File: src/rtl/ddr_pkg.sv
// Shared types and defaults for the DDR command arbiter.
// Refresh support is compiled in only when DDR_ARB_REFRESH_EN is defined.
`timescale 1ns/1ps
package ddr_pkg;
    localparam int DEF_ADDR_W      = 24;
    localparam int DEF_REFI_CYCLES = 1037;
    localparam int DEBT_MAX        = 8;

    typedef enum logic [1:0] {IDLE, ISSUE, WAIT} state_t;
    typedef enum logic [1:0] {REQ_DISP, REQ_DRAW, REQ_REFRESH} req_id_t;
endpackage

File: src/rtl/ddr_arbiter_if.sv
// Requester and DDR-controller handshake bundle; master is the arbiter side.
`timescale 1ns/1ps
interface ddr_arbiter_if #(parameter int ADDR_W = ddr_pkg::DEF_ADDR_W);
    logic              disp_req;
    logic              disp_urgent;
    logic [ADDR_W-1:0] disp_addr;
    logic              disp_gnt;
    logic              disp_done;
    logic              draw_req;
    logic [ADDR_W-1:0] draw_addr;
    logic              draw_gnt;
    logic              draw_done;
    logic              ctl_valid;
    logic              ctl_write;
    logic              ctl_refresh;
    logic [ADDR_W-1:0] ctl_addr;
    logic              ctl_ready;
    logic              ctl_done;

    modport master (
        input  disp_req, disp_urgent, disp_addr, draw_req, draw_addr, ctl_ready, ctl_done,
        output disp_gnt, disp_done, draw_gnt, draw_done, ctl_valid, ctl_write, ctl_refresh, ctl_addr
    );
    modport slave (
        output disp_req, disp_urgent, disp_addr, draw_req, draw_addr, ctl_ready, ctl_done,
        input  disp_gnt, disp_done, draw_gnt, draw_done, ctl_valid, ctl_write, ctl_refresh, ctl_addr
    );
endinterface

File: src/rtl/ddr_refresh_timer.sv
// Refresh interval timer plus outstanding-refresh debt counter (0..DEBT_MAX).
// Used by ddr_arbiter only when DDR_ARB_REFRESH_EN is defined.
`timescale 1ns/1ps
module ddr_refresh_timer
    import ddr_pkg::*;
#(
    parameter int REFI_CYCLES = DEF_REFI_CYCLES
) (
    input  logic clk133,
    input  logic rst_n,
    input  logic accept,
    output logic pending,
    output logic overrun
);
    localparam int CNT_W = (REFI_CYCLES > 1) ? $clog2(REFI_CYCLES) : 1;
    localparam logic [CNT_W-1:0] RELOAD = CNT_W'(REFI_CYCLES - 1);

    logic [CNT_W-1:0] cnt;
    logic [3:0]       debt;
    logic             expire;

    assign expire  = (cnt == '0);
    assign pending = (debt != 4'd0);

    always_ff @(posedge clk133 or negedge rst_n) begin
        if (!rst_n) begin
            cnt     <= RELOAD;
            debt    <= 4'd0;
            overrun <= 1'b0;
        end else begin
            cnt <= expire ? RELOAD : cnt - 1'b1;
            // expiry and acceptance in the same cycle cancel out
            case ({expire, accept})
                2'b10: begin
                    if (debt == 4'(DEBT_MAX)) overrun <= 1'b1;
                    else                      debt    <= debt + 4'd1;
                end
                2'b01: if (debt != 4'd0) debt <= debt - 4'd1;
                default: ;
            endcase
        end
    end
endmodule

File: src/rtl/ddr_arbiter.sv
// Display/draw/refresh arbiter issuing one command at a time to the DDR controller.
// Define DDR_ARB_REFRESH_EN to include periodic refresh generation and priority.
`timescale 1ns/1ps
module ddr_arbiter
    import ddr_pkg::*;
#(
    parameter int ADDR_W      = DEF_ADDR_W,
    parameter int REFI_CYCLES = DEF_REFI_CYCLES
) (
    input  logic          clk133,
    input  logic          rst_n,
    ddr_arbiter_if.master bus,
    output logic          busy,
    output logic          refresh_overrun
);
    state_t            state;
    req_id_t           owner;
    req_id_t           pick;
    logic              pick_vld;
    logic              rr_draw;
    logic              ref_pend;
    logic [ADDR_W-1:0] sel_addr;

    if (REFI_CYCLES < 2) begin : g_refi_chk
        $error("REFI_CYCLES must be at least 2");
    end

`ifdef DDR_ARB_REFRESH_EN
    logic ref_accept;
    assign ref_accept = (state == ISSUE) && bus.ctl_refresh && bus.ctl_ready;

    ddr_refresh_timer #(.REFI_CYCLES(REFI_CYCLES)) u_refresh (
        .clk133  (clk133),
        .rst_n   (rst_n),
        .accept  (ref_accept),
        .pending (ref_pend),
        .overrun (refresh_overrun)
    );
`else
    assign ref_pend        = 1'b0;
    assign refresh_overrun = 1'b0;
`endif

    assign busy = (state != IDLE);

    // Refresh first, then urgent display, then round-robin.
    always_comb begin
        pick     = REQ_DISP;
        pick_vld = 1'b1;
        if (ref_pend)
            pick = REQ_REFRESH;
        else if (bus.disp_req && (bus.disp_urgent || !bus.draw_req || !rr_draw))
            pick = REQ_DISP;
        else if (bus.draw_req)
            pick = REQ_DRAW;
        else
            pick_vld = 1'b0;
        case (pick)
            REQ_DISP: sel_addr = bus.disp_addr;
            REQ_DRAW: sel_addr = bus.draw_addr;
            default:  sel_addr = '0;
        endcase
    end

    always_ff @(posedge clk133 or negedge rst_n) begin
        if (!rst_n) begin
            state           <= IDLE;
            owner           <= REQ_DISP;
            rr_draw         <= 1'b0;
            bus.ctl_valid   <= 1'b0;
            bus.ctl_write   <= 1'b0;
            bus.ctl_refresh <= 1'b0;
            bus.ctl_addr    <= '0;
            bus.disp_gnt    <= 1'b0;
            bus.draw_gnt    <= 1'b0;
            bus.disp_done   <= 1'b0;
            bus.draw_done   <= 1'b0;
        end else begin
            bus.disp_gnt  <= 1'b0;
            bus.draw_gnt  <= 1'b0;
            bus.disp_done <= 1'b0;
            bus.draw_done <= 1'b0;
            case (state)
                IDLE: if (pick_vld) begin
                    owner           <= pick;
                    bus.ctl_valid   <= 1'b1;
                    bus.ctl_addr    <= sel_addr;
                    bus.ctl_write   <= (pick == REQ_DRAW);
                    bus.ctl_refresh <= (pick == REQ_REFRESH);
                    bus.disp_gnt    <= (pick == REQ_DISP);
                    bus.draw_gnt    <= (pick == REQ_DRAW);
                    state           <= ISSUE;
                end
                ISSUE: if (bus.ctl_ready) begin
                    bus.ctl_valid <= 1'b0;
                    state         <= WAIT;
                end
                WAIT: if (bus.ctl_done) begin
                    bus.disp_done <= (owner == REQ_DISP);
                    bus.draw_done <= (owner == REQ_DRAW);
                    // refresh leaves the round-robin pointer untouched
                    if (owner == REQ_DISP)      rr_draw <= 1'b1;
                    else if (owner == REQ_DRAW) rr_draw <= 1'b0;
                    state <= IDLE;
                end
                default: state <= IDLE;
            endcase
        end
    end
endmodule
File: src/flat_wrapper.sv
// flat-port wrapper written by rule: the top's interface ports become plain ports
module ddr_arbiter_flat import ddr_pkg::*;
#(
    parameter int ADDR_W      = DEF_ADDR_W,
    parameter int REFI_CYCLES = DEF_REFI_CYCLES
)
  (clk133, rst_n, busy, refresh_overrun, bus_disp_req, bus_disp_urgent, bus_disp_addr, bus_draw_req, bus_draw_addr, bus_ctl_ready, bus_ctl_done, bus_disp_gnt, bus_disp_done, bus_draw_gnt, bus_draw_done, bus_ctl_valid, bus_ctl_write, bus_ctl_refresh, bus_ctl_addr);
  ddr_arbiter_if #(.ADDR_W(ADDR_W)) bus_i ();
  input  logic clk133;
  input  logic rst_n;
  output logic busy;
  output logic refresh_overrun;
  input wire logic [$bits(bus_i.disp_req)-1:0] bus_disp_req;
  input wire logic [$bits(bus_i.disp_urgent)-1:0] bus_disp_urgent;
  input wire logic [$bits(bus_i.disp_addr)-1:0] bus_disp_addr;
  input wire logic [$bits(bus_i.draw_req)-1:0] bus_draw_req;
  input wire logic [$bits(bus_i.draw_addr)-1:0] bus_draw_addr;
  input wire logic [$bits(bus_i.ctl_ready)-1:0] bus_ctl_ready;
  input wire logic [$bits(bus_i.ctl_done)-1:0] bus_ctl_done;
  output wire logic [$bits(bus_i.disp_gnt)-1:0] bus_disp_gnt;
  output wire logic [$bits(bus_i.disp_done)-1:0] bus_disp_done;
  output wire logic [$bits(bus_i.draw_gnt)-1:0] bus_draw_gnt;
  output wire logic [$bits(bus_i.draw_done)-1:0] bus_draw_done;
  output wire logic [$bits(bus_i.ctl_valid)-1:0] bus_ctl_valid;
  output wire logic [$bits(bus_i.ctl_write)-1:0] bus_ctl_write;
  output wire logic [$bits(bus_i.ctl_refresh)-1:0] bus_ctl_refresh;
  output wire logic [$bits(bus_i.ctl_addr)-1:0] bus_ctl_addr;
  assign bus_i.disp_req = bus_disp_req;
  assign bus_i.disp_urgent = bus_disp_urgent;
  assign bus_i.disp_addr = bus_disp_addr;
  assign bus_i.draw_req = bus_draw_req;
  assign bus_i.draw_addr = bus_draw_addr;
  assign bus_i.ctl_ready = bus_ctl_ready;
  assign bus_i.ctl_done = bus_ctl_done;
  assign bus_disp_gnt = bus_i.disp_gnt;
  assign bus_disp_done = bus_i.disp_done;
  assign bus_draw_gnt = bus_i.draw_gnt;
  assign bus_draw_done = bus_i.draw_done;
  assign bus_ctl_valid = bus_i.ctl_valid;
  assign bus_ctl_write = bus_i.ctl_write;
  assign bus_ctl_refresh = bus_i.ctl_refresh;
  assign bus_ctl_addr = bus_i.ctl_addr;
  ddr_arbiter #(.ADDR_W(ADDR_W), .REFI_CYCLES(REFI_CYCLES)) u_core (.clk133(clk133), .rst_n(rst_n), .bus(bus_i), .busy(busy), .refresh_overrun(refresh_overrun));
endmodule
File: config.mk
export PLATFORM = sky130hd
export DESIGN_NAME = ddr_arbiter_flat
export DESIGN_NICKNAME = d
export VERILOG_FILES = /design/src/rtl/ddr_pkg.sv /design/src/rtl/ddr_arbiter_if.sv /design/src/rtl/ddr_refresh_timer.sv /design/src/rtl/ddr_arbiter.sv /design/src/flat_wrapper.sv
export SDC_FILE = /design/constraint.sdc
export NUM_CORES = 1
export LEC_CHECK = 0
export BUFFER_PORTS_ARGS = -buffer_cell sky130_fd_sc_hd__buf_2
export CELL_PAD_IN_SITES_DETAIL_PLACEMENT = 1
export CELL_PAD_IN_SITES_GLOBAL_PLACEMENT = 2
export CORE_ASPECT_RATIO = 1.4
export CORE_MARGIN = 1
export CORE_UTILIZATION = 28
export DETAILED_ROUTE_END_ITERATION = 8
export MAX_ROUTING_LAYER = met4
export PLACE_DENSITY = 0.88
export RECOVER_POWER = 50
export REMOVE_ABC_BUFFERS = 1
export SKIP_LAST_GASP = 1
export SYNTH_ARGS = -nofsm -noshare
export SYNTH_HDL_FRONTEND = slang
export SYNTH_SLANG_ARGS = --single-unit
File: constraint.sdc
create_clock -name clk133 -period 4.2 [get_ports clk133]
set_clock_uncertainty 0.15 [all_clocks]
set_input_delay 0.84 -clock clk133 [delete_from_list [all_inputs] [get_ports clk133]]
set_output_delay 0.84 -clock clk133 [all_outputs]
set_load 0.05 [all_outputs]
# Yosys cells after proc, flatten, opt, wreduce, memory -nomap -nowiden
# Index checks and enable logic that the tools add are counted.
op_classes:
  eq_ne: 8
  n_mux: 22
  n_reduce_logical: 15
op_table:
  columns: ["cell", "n"]
  rows:
  - ["$pmux W24 S2", 1]
  - ["$mux W1", 16]
  - ["$reduce_and A3 Y1", 3]
  - ["$logic_not A2 Y1", 3]
  - ["$mux W2", 3]
  - ["$pmux W2 S3", 1]
  - ["$reduce_bool A2 Y1", 3]
  - ["$eq A2 B1 Y1 const B", 2]
  - ["$ne A2 B2 Y1 const B", 2]
  - ["$eq A1 B2 Y1 const B", 1]
  - ["$eq A2 B2 Y1 const B", 1]
  - ["$logic_not A1 Y1", 2]
  - ["$logic_or A1 B1 Y1", 2]
  - ["$ne A2 B1 Y1 const B", 1]
  - ["$pmux W1 S2", 1]
  - ["$reduce_and A2 Y1", 1]
  - ["$eq A1 B1 Y1 const B", 1]
  - ["$logic_and A1 B1 Y1", 1]
word_totals:
  input_bits: 55
  output_inout_bits: 33
  register_bits: 36
  wordCells: 56

# Logic depth before layout (Yosys ltp)
logic_depth:
  depth_word: 8
  mapped_depth: 6
  ltp_nobuf: 4

# Least setup slack after synthesis
# Ideal clock, no wire load.
synth_path:
  path_type: "register -> output"
  startpoint: "register u_core.state[1]"
  endpoint: "output busy"
  t_required_ps: 3210
  arrival_time_ps: 874
  n_path_buf: 2
  path_slack_ps: 2336
  path_stages_with_launch: 5
  cell_sequence: "dfrtp_1 -> nor2_4 -> inv_2 -> buf_6 -> buf_6"
synth_between:
  elab_chain_cells: 1
synth_lines:
  columns: ["element", "line_no", "text"]
  rows:
  - ["from (decl)", "ddr_arbiter.sv:16", "state_t state;"]
  - ["from (signal assigned)", "ddr_arbiter.sv:67", "state <= IDLE;"]
  - ["from (signal assigned)", "ddr_arbiter.sv:92", "state <= ISSUE;"]
  - ["from (signal assigned)", "ddr_arbiter.sv:96", "state <= WAIT;"]
  - ["$reduce_bool A2 Y1", "ddr_arbiter.sv:44", "assign busy = (state != IDLE);"]
  - ["to (decl)", "flat_wrapper.sv:11", "output logic busy;"]
# Every way passes these cells.

# Worst setup path in the final report
# Same ends and word-level chain as after synthesis.

==> flow_results.org <==
** Yosys
- The synthesized design contains 0 enable-type register cells.
- #FFs+latches synth :: 33
- Post-synthesis instance total :: approximately 180
- During synthesis, Yosys emitted a total of 0 warnings.
- Of the post-synthesis cell area, the part taken by muxes is 0%.
- The synthesized netlist devotes a little under an eighth of its cell area to simple gates.
- In the synthesized netlist the async set-or-reset flop fraction comes to between 90% and 100%.
- Dominant combinational cell family by area after synthesis :: compound AO/OA/AOI/OAI gates
- Cell type with the largest total area after synthesis :: dfrtp_1
- Summed over its instances, the top area cell type makes up a little under half of the synthesized netlist area.
- Synth Area in Adders :: 0%
- Avg Cell Area, Syn :: 9.83 um2
- Cell area after synthesis :: around 0.0018 mm2
- The most used flip-flop cell after synthesis is dfrtp_1.
- Synthesis instantiated 23 different standard cells from the library.
- Sequential cells were found to cover approximately 46% of the synthesized design area.
- Share of the synthesized area in compound gates (AO/OA/AOI/OAI) :: between 30% and 40%
- Cell types with the largest area share after synthesis :: dfrtp_1 46%, o2111ai_1 23%, nand3_1 6.7%, o21ai_0 5.9%, buf_2 3.6%
- Of the total synthesized cell area, the portion taken by XOR and XNOR cells is 0%.

** GRT
- GR peak layer :: met2
- Global routing consumed, on the met2 layer, roughly 31% of the routing resources.
- Across every metal layer, demand over resource in global routing totals 18.5%.
- Grt met1 use :: a little under a quarter
- For this run the aggregate overflow at the end of global routing stands at 0.
- Met3 Usage GRT :: 3.73%
- The first global-routing pass estimated around 9500 um of wire.
- Via count of the first global-routing pass :: about 1,900
- Antenna violations before repair :: 0
- Entering global routing, the biggest net connects 51 pins.

** Route
- Vias per std cell :: 5.60
- Wirelength, routed :: around 5900 um
- Vias after detailed routing :: about 1,800
- Number of iterations in the first detailed-routing pass :: 6
- Remaining routing DRC violations :: 0
- In the final routed layout, each cell accounts on average for roughly 18 um.
- For this block, the initial DRC count from the detailed router was 117.
- Routed Antenna Nets :: 0

** Worst setup path
- STA puts the critical path data arrival time at just under 2 ns.
- Setup crit start kind :: register
- Capturing element type of the critical path :: primary output
- Maximum fanout encountered on the critical timing path :: 50
- By startpoint and endpoint, the worst setup path is classified as register to primary output.
- STA puts the critical path data required time at about 3.2 ns.

** Placed design
- Port bufs :: 85
- Global placer's final weighted congestion :: about 0.72
- Placed Instances :: about 310
- The HPWL after detailed placement is 3740 um.

** Die
- Std-Cell Rows :: 34
- Top Ports :: just under 90
- Vertical die dimension :: 96.6 um
- Total die area :: around 0.0067 mm2
- Standard cell core area :: around 0.0062 mm2
- Die width :: 69.6 um
- Starting density of the core :: between 20 and 30%

** Final layout
- Number of nets in the finished design :: between 300 and 400
- Area growth from synthesis to layout :: 25.4%
- Share of the core filled with cells :: between 30% and 40%
- 0 antenna diodes ended up in the layout.
- The finished layout holds roughly 320 standard cells, fillers aside.
- Proportion of layout cells with a drive suffix above 1 :: between 30% and 40%

** STA
- Setup repair after global routing left no endpoint under its margin.
- The number of endpoints with negative hold slack in the final report was 0.
- For the pin with the worst max-slew slack, the measured transition is 1.82 ns.
- Summed negative setup slack over all endpoints :: 0 ns
- Total of endpoints with negative setup slack in the final report :: 0
- Measured against its own limit, the worst slew margin works out to -21.5%.
- Worst hold margin :: 0.331 ns
- For this run, the top clock speed supported by timing is around 0.34 GHz.
- Dividing the final minimum period by the clock period gives between 70% and 80%.
- The max-slew violation total from the final report came to 34.
- Counting I/O delays and the setup requirement, the final critical path takes just under 3 ns.

** Outcome
- Failing checks :: capacitance limit, slew limit
- Result of the run :: complete, but fails checks

** Clock network
- In this run the clock root is driven by a clkbuf_8.
- Post-CTS setup-driven buffer insertion count :: 0
- Counting the buffers created by CTS gives 5.
- Clock tree from TritonCTS :: yes
- Number of cells upsized or downsized after cts :: 0
- Max Root-Sink Buffers :: 2
- Number of levels the H-tree was split into :: 2
- Clk_lat worst skew :: 0.28 ns
- Clock-pin slew was measured on the worst setup and hold paths at about 0.070 ns.
- Number of clock sinks seen by CTS :: 33
- Hold Buf Count CTS :: 0

** Run
- Max-cap viol count :: 1

** Power
- Summed over all cells, the static leakage comes to around 1.0 nW.
- The worst-case IR drop observed on VDD is 225 uV.
- Power Density :: about 840 mW/mm2
- Overall power consumption after layout is estimated at between 1.5 and 2 mW.

** Min path
- The tightest min-delay check is of the register to register type.
final cells by class:
| cell class | instances | area, um2 |
|---|---|---|
| fillers | 756 | 3970 |
| repair buffers | 86 | 417 |
| flip-flops and latches | 33 | 826 |
| inverters | 4 | 15.0 |
| well taps | 72 | 90.1 |
| clock buffers | 7 | 96.3 |
| multi-input cells | 118 | 795 |
| clock inverters | 1 | 5.00 |
layout by cell type (no fill, tap or decap), drive strengths merged, types with 2 or more instances in the layout:
cell,count
buf,73
o2111ai,48
dfrtp,33
o21ai,27
nand3,24
clkbuf,20
nor2,5
inv,4
nand2b,3
nand3b,2
nand2,2
conb,2
sequential cells by signal (all words and copies together), names as in the netlist:
name and count:
u_core.state 2, u_core.bus.draw_done 1, u_core.bus.disp_gnt 1, u_core.owner 1, u_core.bus.ctl_valid 1, u_core.bus.ctl_addr 24, u_core.bus.disp_done 1, u_core.rr_draw 1
u_core.bus.draw_gnt 1
final timing paths:
check | start | end | slack (ns) | cells past startpoint
min | u_core.bus.ctl_valid | u_core.bus.ctl_valid | 0.33 | 2
max in group asynchronous | rst_n | u_core.bus.ctl_addr[22] | 1.96 | 1
min reg2reg | u_core.bus.ctl_valid | u_core.bus.ctl_valid | 0.33 | 2
max reg2reg | u_core.state[1] | u_core.bus.ctl_addr[5] | 2.20 | 5
max | u_core.state[1] | busy | 1.25 | 4
min in group asynchronous | rst_n | u_core.bus.ctl_addr[10] | 0.89 | 1
critical path, cell delays in order, from the launching register on:
cell,delay (ns)
dfrtp_1,0.44
nor2_4,0.11
buf_4,0.43
inv_2,0.34
buf_2,0.32
report_power, final:
| part | internal, mW | switching, mW |
|---|---|---|
| registers | 0.461 | 0.0820 |
| logic | 0.230 | 0.841 |
| clock network | 0.148 | 0.120 |
synthesized netlist by cell type (3+ instances only):
library cell,count
buf_2,13
nor2_1,3
clkbuf_1,6
o2111ai_1,48
nand2b_1,3
o21ai_0,21
o21ai_1,6
inv_1,3
nand3_1,24
dfrtp_1,33
buf_4,6
metrics by stage:
step	setup WS, ns	instance area [um2]
4_1_cts	1.27	2260
3_5_place_dp	1.57	2160
2_1_floorplan	1.79	1630
3_3_place_gp	1.61	2160
5_1_grt	1.14	2240
6_report	1.25	2240
cells by family (layout without fill, tap and decap cells):
family	after synthesis	in the layout
flip-flops	33	33
other	1	2
AND/OR/NAND/NOR	37	37
AO/OA/AOI/OAI	79	79
buffers and inverters	32	98
per-layer routing:
metal | up-vias | routed length [um]
li1 | 858 | -
met1 | 879 | 2510
met2 | 54 | 3020
met3 | 5 | 275
met4 | 0 | 67
met5 | - | 0
Note: power is estimated with default switching activity, not from simulation.
